===== config.mk =====
export PLATFORM = sky130hd
export DESIGN_NAME = operand_read_stage_flat
export DESIGN_NICKNAME = d
export VERILOG_FILES = /design/src/rtl/operand_read_stage_if.sv /design/src/rtl/operand_read_stage.sv /design/src/flat_wrapper.sv
export SDC_FILE = /design/constraint.sdc
export NUM_CORES = 1
export LEC_CHECK = 0
export ABC_AREA = 0
export BUFFER_PORTS_ARGS = -buffer_cell sky130_fd_sc_hd__buf_2
export CORE_UTILIZATION = 30
export CTS_CLUSTER_DIAMETER = 150
export CTS_CLUSTER_SIZE = 20
export DETAILED_ROUTE_END_ITERATION = 7
export PLACE_DENSITY = 0.66
export RECOVER_POWER = 25
export SYNTH_ARGS = -nofsm -noshare
export SYNTH_HDL_FRONTEND = slang
export SYNTH_SLANG_ARGS = --single-unit

===== constraint.sdc =====
create_clock -name clk -period 3.7 [get_ports clk]
set_input_delay 0.185 -clock clk [delete_from_list [all_inputs] [get_ports clk]]
set_output_delay 0.185 -clock clk [all_outputs]
set_load 0.1 [all_outputs]

===== src/rtl/operand_read_stage_if.sv =====
// Decode-side, register-file, write-back, hazard and execute-side signals of the operand read stage.
interface operand_read_stage_if #(
  parameter int unsigned DATA_W = 32,
  parameter int unsigned ADDR_W = 3,
  parameter int unsigned OP_W   = 7,
  parameter int unsigned CNT_W  = 16
);
  logic              in_valid;
  logic              in_ready;
  logic [OP_W-1:0]   in_opcode;
  logic [ADDR_W-1:0] in_dest;
  logic [ADDR_W-1:0] in_src0;
  logic [ADDR_W-1:0] in_src1;
  logic              in_use0;
  logic              in_use1;
  logic [DATA_W-1:0] in_imm;
  logic [ADDR_W-1:0] rf_addr0;
  logic [ADDR_W-1:0] rf_addr1;
  logic [DATA_W-1:0] rf_data0;
  logic [DATA_W-1:0] rf_data1;
  logic              wb_write_en;
  logic [ADDR_W-1:0] wb_destination;
  logic [DATA_W-1:0] wb_result;
  logic              exec_is_load;
  logic [ADDR_W-1:0] exec_destination;
  logic              flush;
  logic              out_valid;
  logic              out_ready;
  logic [OP_W-1:0]   out_opcode;
  logic [ADDR_W-1:0] out_dest;
  logic [ADDR_W-1:0] read_address0;
  logic [ADDR_W-1:0] read_address1;
  logic [DATA_W-1:0] read_operand0;
  logic [DATA_W-1:0] read_operand1;
  logic [DATA_W-1:0] out_imm;
  logic [CNT_W-1:0]  stall_count;

  modport slave (
    input  in_valid, in_opcode, in_dest, in_src0, in_src1, in_use0, in_use1, in_imm,
           rf_data0, rf_data1, wb_write_en, wb_destination, wb_result,
           exec_is_load, exec_destination, flush, out_ready,
    output in_ready, rf_addr0, rf_addr1, out_valid, out_opcode, out_dest,
           read_address0, read_address1, read_operand0, read_operand1, out_imm, stall_count
  );

  modport master (
    output in_valid, in_opcode, in_dest, in_src0, in_src1, in_use0, in_use1, in_imm,
           rf_data0, rf_data1, wb_write_en, wb_destination, wb_result,
           exec_is_load, exec_destination, flush, out_ready,
    input  in_ready, rf_addr0, rf_addr1, out_valid, out_opcode, out_dest,
           read_address0, read_address1, read_operand0, read_operand1, out_imm, stall_count
  );
endinterface


===== src/rtl/operand_read_stage.sv =====
// Register-read stage: reads GPRs with write-back write-through, inserts one bubble per load-use hazard.
module operand_read_stage #(
  parameter int unsigned DATA_W = 32,
  parameter int unsigned ADDR_W = 3,
  parameter int unsigned OP_W   = 7,
  parameter int unsigned CNT_W  = 16
) (
  input logic                 clk,
  input logic                 rst_n,
  operand_read_stage_if.slave bus
);
  typedef enum logic {RUN, BUBBLE} state_e;

  state_e            state_q;
  logic              out_valid_q;
  logic [OP_W-1:0]   opcode_q;
  logic [ADDR_W-1:0] dest_q;
  logic [ADDR_W-1:0] addr0_q;
  logic [ADDR_W-1:0] addr1_q;
  logic [DATA_W-1:0] opnd0_q;
  logic [DATA_W-1:0] opnd1_q;
  logic [DATA_W-1:0] imm_q;
  logic [CNT_W-1:0]  stall_q;

  logic              advance;
  logic              hazard;
  logic              in_ready;
  logic              accept;
  logic [DATA_W-1:0] opnd0_d;
  logic [DATA_W-1:0] opnd1_d;
  logic [CNT_W-1:0]  stall_d;

  always_comb begin
    advance  = ~out_valid_q | bus.out_ready;
    hazard   = bus.in_valid & bus.exec_is_load &
               ((bus.in_use0 & (bus.in_src0 == bus.exec_destination)) |
                (bus.in_use1 & (bus.in_src1 == bus.exec_destination)));
    // Once the bubble is paid the load sits in write-back, so the stall is not re-evaluated.
    in_ready = (state_q == RUN) ? (advance & ~hazard) : advance;
    accept   = bus.in_valid & in_ready & ~bus.flush;
    opnd0_d  = (bus.wb_write_en && (bus.wb_destination == bus.in_src0)) ? bus.wb_result : bus.rf_data0;
    opnd1_d  = (bus.wb_write_en && (bus.wb_destination == bus.in_src1)) ? bus.wb_result : bus.rf_data1;
    stall_d  = (stall_q == '1) ? stall_q : stall_q + CNT_W'(1);
  end

  always_ff @(posedge clk or negedge rst_n) begin
    if (!rst_n) begin
      state_q     <= RUN;
      out_valid_q <= 1'b0;
      opcode_q    <= '0;
      dest_q      <= '0;
      addr0_q     <= '0;
      addr1_q     <= '0;
      opnd0_q     <= '0;
      opnd1_q     <= '0;
      imm_q       <= '0;
      stall_q     <= '0;
    end else if (bus.flush) begin
      out_valid_q <= 1'b0;
      state_q     <= RUN;
    end else if ((state_q == RUN) && advance && hazard) begin
      out_valid_q <= 1'b0;
      stall_q     <= stall_d;
      state_q     <= BUBBLE;
    end else if (accept) begin
      out_valid_q <= 1'b1;
      opcode_q    <= bus.in_opcode;
      dest_q      <= bus.in_dest;
      addr0_q     <= bus.in_src0;
      addr1_q     <= bus.in_src1;
      opnd0_q     <= opnd0_d;
      opnd1_q     <= opnd1_d;
      imm_q       <= bus.in_imm;
      state_q     <= RUN;
    end else if (advance) begin
      out_valid_q <= 1'b0;
    end
  end

  assign bus.in_ready      = in_ready;
  assign bus.rf_addr0      = bus.in_src0;
  assign bus.rf_addr1      = bus.in_src1;
  assign bus.out_valid     = out_valid_q;
  assign bus.out_opcode    = opcode_q;
  assign bus.out_dest      = dest_q;
  assign bus.read_address0 = addr0_q;
  assign bus.read_address1 = addr1_q;
  assign bus.read_operand0 = opnd0_q;
  assign bus.read_operand1 = opnd1_q;
  assign bus.out_imm       = imm_q;
  assign bus.stall_count   = stall_q;
endmodule


===== src/flat_wrapper.sv =====
// flat-port wrapper written by rule: the top's interface ports become plain ports
module operand_read_stage_flat 
#(
  parameter int unsigned DATA_W = 32,
  parameter int unsigned ADDR_W = 3,
  parameter int unsigned OP_W   = 7,
  parameter int unsigned CNT_W  = 16
)
  (clk, rst_n, bus_in_valid, bus_in_opcode, bus_in_dest, bus_in_src0, bus_in_src1, bus_in_use0, bus_in_use1, bus_in_imm, bus_rf_data0, bus_rf_data1, bus_wb_write_en, bus_wb_destination, bus_wb_result, bus_exec_is_load, bus_exec_destination, bus_flush, bus_out_ready, bus_in_ready, bus_rf_addr0, bus_rf_addr1, bus_out_valid, bus_out_opcode, bus_out_dest, bus_read_address0, bus_read_address1, bus_read_operand0, bus_read_operand1, bus_out_imm, bus_stall_count);
  operand_read_stage_if #(.DATA_W(DATA_W), .ADDR_W(ADDR_W), .OP_W(OP_W), .CNT_W(CNT_W)) bus_i ();
  input logic clk;
  input logic rst_n;
  input wire logic [$bits(bus_i.in_valid)-1:0] bus_in_valid;
  input wire logic [$bits(bus_i.in_opcode)-1:0] bus_in_opcode;
  input wire logic [$bits(bus_i.in_dest)-1:0] bus_in_dest;
  input wire logic [$bits(bus_i.in_src0)-1:0] bus_in_src0;
  input wire logic [$bits(bus_i.in_src1)-1:0] bus_in_src1;
  input wire logic [$bits(bus_i.in_use0)-1:0] bus_in_use0;
  input wire logic [$bits(bus_i.in_use1)-1:0] bus_in_use1;
  input wire logic [$bits(bus_i.in_imm)-1:0] bus_in_imm;
  input wire logic [$bits(bus_i.rf_data0)-1:0] bus_rf_data0;
  input wire logic [$bits(bus_i.rf_data1)-1:0] bus_rf_data1;
  input wire logic [$bits(bus_i.wb_write_en)-1:0] bus_wb_write_en;
  input wire logic [$bits(bus_i.wb_destination)-1:0] bus_wb_destination;
  input wire logic [$bits(bus_i.wb_result)-1:0] bus_wb_result;
  input wire logic [$bits(bus_i.exec_is_load)-1:0] bus_exec_is_load;
  input wire logic [$bits(bus_i.exec_destination)-1:0] bus_exec_destination;
  input wire logic [$bits(bus_i.flush)-1:0] bus_flush;
  input wire logic [$bits(bus_i.out_ready)-1:0] bus_out_ready;
  output wire logic [$bits(bus_i.in_ready)-1:0] bus_in_ready;
  output wire logic [$bits(bus_i.rf_addr0)-1:0] bus_rf_addr0;
  output wire logic [$bits(bus_i.rf_addr1)-1:0] bus_rf_addr1;
  output wire logic [$bits(bus_i.out_valid)-1:0] bus_out_valid;
  output wire logic [$bits(bus_i.out_opcode)-1:0] bus_out_opcode;
  output wire logic [$bits(bus_i.out_dest)-1:0] bus_out_dest;
  output wire logic [$bits(bus_i.read_address0)-1:0] bus_read_address0;
  output wire logic [$bits(bus_i.read_address1)-1:0] bus_read_address1;
  output wire logic [$bits(bus_i.read_operand0)-1:0] bus_read_operand0;
  output wire logic [$bits(bus_i.read_operand1)-1:0] bus_read_operand1;
  output wire logic [$bits(bus_i.out_imm)-1:0] bus_out_imm;
  output wire logic [$bits(bus_i.stall_count)-1:0] bus_stall_count;
  assign bus_i.in_valid = bus_in_valid;
  assign bus_i.in_opcode = bus_in_opcode;
  assign bus_i.in_dest = bus_in_dest;
  assign bus_i.in_src0 = bus_in_src0;
  assign bus_i.in_src1 = bus_in_src1;
  assign bus_i.in_use0 = bus_in_use0;
  assign bus_i.in_use1 = bus_in_use1;
  assign bus_i.in_imm = bus_in_imm;
  assign bus_i.rf_data0 = bus_rf_data0;
  assign bus_i.rf_data1 = bus_rf_data1;
  assign bus_i.wb_write_en = bus_wb_write_en;
  assign bus_i.wb_destination = bus_wb_destination;
  assign bus_i.wb_result = bus_wb_result;
  assign bus_i.exec_is_load = bus_exec_is_load;
  assign bus_i.exec_destination = bus_exec_destination;
  assign bus_i.flush = bus_flush;
  assign bus_i.out_ready = bus_out_ready;
  assign bus_in_ready = bus_i.in_ready;
  assign bus_rf_addr0 = bus_i.rf_addr0;
  assign bus_rf_addr1 = bus_i.rf_addr1;
  assign bus_out_valid = bus_i.out_valid;
  assign bus_out_opcode = bus_i.out_opcode;
  assign bus_out_dest = bus_i.out_dest;
  assign bus_read_address0 = bus_i.read_address0;
  assign bus_read_address1 = bus_i.read_address1;
  assign bus_read_operand0 = bus_i.read_operand0;
  assign bus_read_operand1 = bus_i.read_operand1;
  assign bus_out_imm = bus_i.out_imm;
  assign bus_stall_count = bus_i.stall_count;
  operand_read_stage #(.DATA_W(DATA_W), .ADDR_W(ADDR_W), .OP_W(OP_W), .CNT_W(CNT_W)) u_core (.clk(clk), .rst_n(rst_n), .bus(bus_i));
endmodule

Word level (Yosys, flattened, before mapping). Index checks and enable logic that the tools add are counted.

$add $sub $neg: 1. Equal/unequal tests: 5. Mux-type cells: 10. Bitwise logic cells: 15. Reduce and logical (&&, ||, !) cells: 8.

Operators with widths (number): $mux 32 (2); $add 16x1->16 const B (1); $eq 16x16->1 const B (1); $eq 3x3->1 (4); $mux 1 (8); $and 1x1->1 (7); $not 1->1 (6); $reduce_and 3->1 (2); $logic_and 1x1->1 (4); $reduce_bool 4->1 (1); $reduce_bool 3->1 (1); $or 1x1->1 (2).

Register bits after elaboration: 130. Output and inout bits: 136.

Depth between registers and ports, before layout.
Depth after elaboration: 12. Depth in mapped cells: 7. Depth with buffers taken out: 6.

Worst setup path after synthesis. Ideal clock, no wire load.

Path kind: register to output. Start: register u_core.out_valid_q, in the netlist u_core.bus.out_valid. End: output port bus_in_ready. Arrival time: 3.245 ns. Required time: 3.515 ns. Path slack: 0.270 ns. Cell stages (with the launch flop): 3. Buffers on the path: 0. Path through: dfrtp_1 -> nand2b_1 -> a21boi_0.

Word-level cells in the longest chain between the ends: 4.

RTL lines: start, declared (RTL line operand_read_stage.sv:15) `logic out_valid_q;`; start signal, assigned (RTL line operand_read_stage.sv:49) `out_valid_q <= 1'b0;`; start signal, assigned (RTL line operand_read_stage.sv:59) `out_valid_q <= 1'b0;`; start signal, assigned (RTL line operand_read_stage.sv:62) `out_valid_q <= 1'b0;`; $not 1->1 (*) (RTL line operand_read_stage.sv:34) `advance = ~out_valid_q | bus.out_ready;`; $or 1x1->1 (*) (RTL line operand_read_stage.sv:34); $and 1x1->1 (RTL line operand_read_stage.sv:39) `in_ready = (state_q == RUN) ? (advance & ~hazard) : advance;`; $mux 1 (*) (RTL line operand_read_stage.sv:39); end, declared (RTL line flat_wrapper.sv:30) `output wire logic [$bits(bus_i.in_ready)-1:0] bus_in_ready;`.

Every way passes the cells marked *; elsewhere a longest branch is shown, timed or not.

Worst setup path after layout.
Start: register u_core.out_valid_q, in the netlist u_core.bus.out_valid. End: register u_core.imm_q[9], in the netlist u_core.bus.out_imm[9].

Word-level cells in the longest chain between the ends: 7.

RTL lines: $not 1->1 (*) (RTL line operand_read_stage.sv:34); $or 1x1->1 (*) (RTL line operand_read_stage.sv:34); $and 1x1->1 (RTL line operand_read_stage.sv:39); $mux 1 (RTL line operand_read_stage.sv:39); $and 1x1->1 (2 in series) (RTL line operand_read_stage.sv:40) `accept = bus.in_valid & in_ready & ~bus.flush;`; $reduce_and 3->1 (no line) (*); end signal, assigned (RTL line operand_read_stage.sv:73) `imm_q <= bus.in_imm;`; end, declared (RTL line operand_read_stage.sv:22) `logic [DATA_W-1:0] imm_q;`.

Marked as above. A chain may end at the register's enable or synchronous reset.

==> results.sh <==
export IMPL_core_area_sq_mm=0.0202
export IMPL_drv_slew=0
export IMPL_grt_pass1_wl_mm=25.7
export IMPL_synth_fa_ha_area_frac=0.00201
export IMPL_final_cells=1039
export IMPL_drive_above_1_share=0.618
export IMPL_ys_seq_area_frac=0.524
export IMPL_die_h_um=146
export IMPL_synthXorXnorAreaFrac=0.0353
export IMPL_numClockSinks=130
export IMPL_routedWlPerCell_um=15.5
export IMPL_reg2reg_from="u_core.bus.out_valid"
export IMPL_path_class="flip-flop to flip-flop"
export IMPL_grt_met2_usage=0.258
export IMPL_relSlewSlack=0.00767
export IMPL_ant_nets=0
export IMPL_switching_share=0.483
export IMPL_arrival_ns=2.53
export IMPL_grt_max_degree=67
export IMPL_rsz0062_at_grt="no"
export IMPL_cts_resized=0
export IMPL_use_met1=0.193
export IMPL_setup_viol=0
export IMPL_worst_path_max_fanout=66
export IMPL_synthArstFlopShare=1.00
export IMPL_synth_top_family_by_area="multiplexers"
export IMPL_syn2layout_area_growth_pct=43.9
export IMPL_boundaryPins=295
export IMPL_p_leak_nw=4.33
export IMPL_hold_viol=0
export IMPL_yosys_top_cells_area="dfrtp_1 (52%), mux2_2 (18%), mux2_4 (13%)"
export IMPL_worstHoldPathType="input port to flip-flop"
export IMPL_cts_buffers=17
export IMPL_final_period_utilization=0.604
export IMPL_final_core_util=0.442
export IMPL_clk_pin_slew_ns=0.06
export IMPL_initial_core_util=0.307
export IMPL_drt_vias_per_instance=4.44
export IMPL_diodes=0
export IMPL_cts_root_buf="clkbuf_16"
export IMPL_htreeDepth=4
export IMPL_top_usage_layer="met2"
export IMPL_wl_mm=16.1
export IMPL_synth_most_common_cell="dfrtp_1"
export IMPL_grt_pass1_vias=4850
export IMPL_place_area_sq_mm=0.00790
export IMPL_critPathLaunch="u_core.bus.out_valid"
export IMPL_grt_use_met3=0.0382
export IMPL_drt_first_pass_iters=4
export IMPL_synth_seq_cells=130
export IMPL_clk_latency_ns=0.41
export IMPL_yosys_warnings=0
export IMPL_grtUsageTotal=0.156
export IMPL_powerDensity_mw_per_mm2=739
export IMPL_fmax_ghz=0.447
export IMPL_p_sw_mw=3.19
export IMPL_cp_data_required_time_ns=3.99
export IMPL_die_w_um=146
export IMPL_post_synth_num_cell_types=32
export IMPL_gr_total_overflow=0
export IMPL_place_inst=963
export IMPL_synth_area_sq_mm=0.00621
export IMPL_synth_edff_count=0
export IMPL_num_rows=52
export IMPL_worstHoldStart="bus_in_src0[1]"
export IMPL_vias=4616
export IMPL_clockBufferDepth=2
export IMPL_nFillCells=1878
export IMPL_seqCellArea_sq_mm=0.00325
export IMPL_intPower_mw=3.41
export IMPL_seq_power_share=0.278
export IMPL_cts_tree="done"
export IMPL_synth_compound_area_frac=0.00866
export IMPL_fin_crit_ns=2.24
export IMPL_post_route_cell_area_sq_mm=0.00894
export IMPL_die_area_sq_mm=0.0213
export IMPL_syn_avg_cell_area_sq_um=14.9
export IMPL_first_iter_violations=126
export IMPL_synth_nets=576
export IMPL_skew_ns=0.00941
export IMPL_fin_nets=916
export IMPL_status="completed"
export IMPL_max_slew_worst_pin_slew_ns=1.49
export IMPL_ys_flop_type="dfrtp_1"
export IMPL_tns_ns=0
export IMPL_portBuffers=294
export IMPL_synthMuxAreaShare=0.355
export IMPL_synth_common_cells="dfrtp_1 (130), mux2_2 (97), mux2_4 (53)"
export IMPL_totalPowerFinal_mw=6.60
export IMPL_drc_errors=0
export IMPL_multiInputGateArea_sq_mm=0.00277
export IMPL_synth_simple_area_share=0.0439
export IMPL_hpwl_mm=11.1
export IMPL_start_kind="flip-flop"
export IMPL_antenna_found_initial=0
export IMPL_place_congestion=0.780
export IMPL_pwr_share_comb=0.455
export IMPL_yosys_area_top_type="dfrtp_1"
export IMPL_p_clk_frac=0.267
export IMPL_end_kind="flip-flop"
export IMPL_synth_top_area_frac=0.524
export IMPL_syn_inst=416
export IMPL_drv_cap=0
export IMPL_vdd_ir_drop_max_mv=0.401
worst paths after layout:
path	endpoint	slack (ns)	cells after the start
worst max register to register	u_core.bus.out_imm[9]	1.46	5
worst min-delay path	u_core.bus.read_address0[1]	0.07	2
min in group asynchronous	u_core.bus.read_operand1[21]	0.33	2
worst max-delay path	u_core.bus.out_imm[9]	1.46	5
worst min register to register	u_core.bus.read_operand0[0]	0.48	1
max in group asynchronous	u_core.bus.out_imm[11]	1.57	3
worst max-delay path: stages, from the launching register on:
cell and delay (ns):
dfrtp_1 0.41, nand2b_1 0.16, nand3b_1 0.18, nor2_4 0.12, buf_4 0.75, mux2_2 0.41
flip-flops by register name, indices dropped and copies added, names as in the netlist:
name,flops
u_core.bus.stall_count,16
u_core.bus.out_dest,3
u_core.bus.read_address0,3
u_core.bus.out_valid,1
u_core.state_q,1
u_core.bus.read_operand0,32
u_core.bus.out_imm,32
u_core.bus.read_operand1,32
u_core.bus.read_address1,3
u_core.bus.out_opcode,7
routing by layer:
metal  vias up  routed length, um  part of all wire
met3        20                933             0.058
met4         0                280             0.017
met5         -                  0                 0
met2       187               7770              0.48
li1       2175                  -                 -
met1      2234               7140              0.44
kinds of logic after synthesis:
logic type                 count (synthesis)
buffers and inverters                     26
DFF                                      130
adders and majority gates                  1
xor gates and xnor gates                  25
AOI/OAI and AO/OA                          7
and+or+nand+nor                           49
muxes                                    178
cells in the final DEF, fill, tap and decap left out, types with 7 or more instances in the layout:
master         instances
and3_1                 8
buf_2                284
buf_4                  7
clkbuf_1              11
clkbuf_16             17
dfrtp_1              130
dlygate4sd3_1         44
mux2_1                28
mux2_2                97
mux2_4                53
nand2_1                7
nand3_1                8
nand4_1               12
xnor2_1               24
stage by stage:
| stage | hold WS (ns) | setup slack, ns |
|---|---|---|
| global route | 0.0718 | 1.12 |
| detailed placement | 0.236 | 1.46 |
| floorplan | -0.111 | 0.270 |
| global placement | 0.240 | 1.47 |
| finish | 0.0737 | 1.46 |
| CTS | 0.0492 | 1.47 |
final cells by class:
type	count	share of cell area
Inverter	1	0.000420
Clock inverter	12	0.0174
Tap cell	270	0.0378
Sequential cell	130	0.364
Clock buffer	20	0.0522
Multi-Input combinational cell	260	0.309
Timing Repair Buffer	346	0.219
power groups by stage:
stage                     Clock (mW)  Combinational (mW)  Sequential [mW]
after floorplan                    0               0.487             3.83
after global routing            1.88                3.09             1.87
after CTS                       1.82                3.02             1.83
final                           1.76                3.01             1.83
after detailed placement           0                2.98             1.85
after global placement             0                2.97             1.85
timing repair:
item,4_1_cts,5_1_grt
setup endpoints to repair,0,0
setup buffers,0,0
endpoints found under the hold margin,88,0
hold buffers,44,0
(Power assumes the default switching activity.)
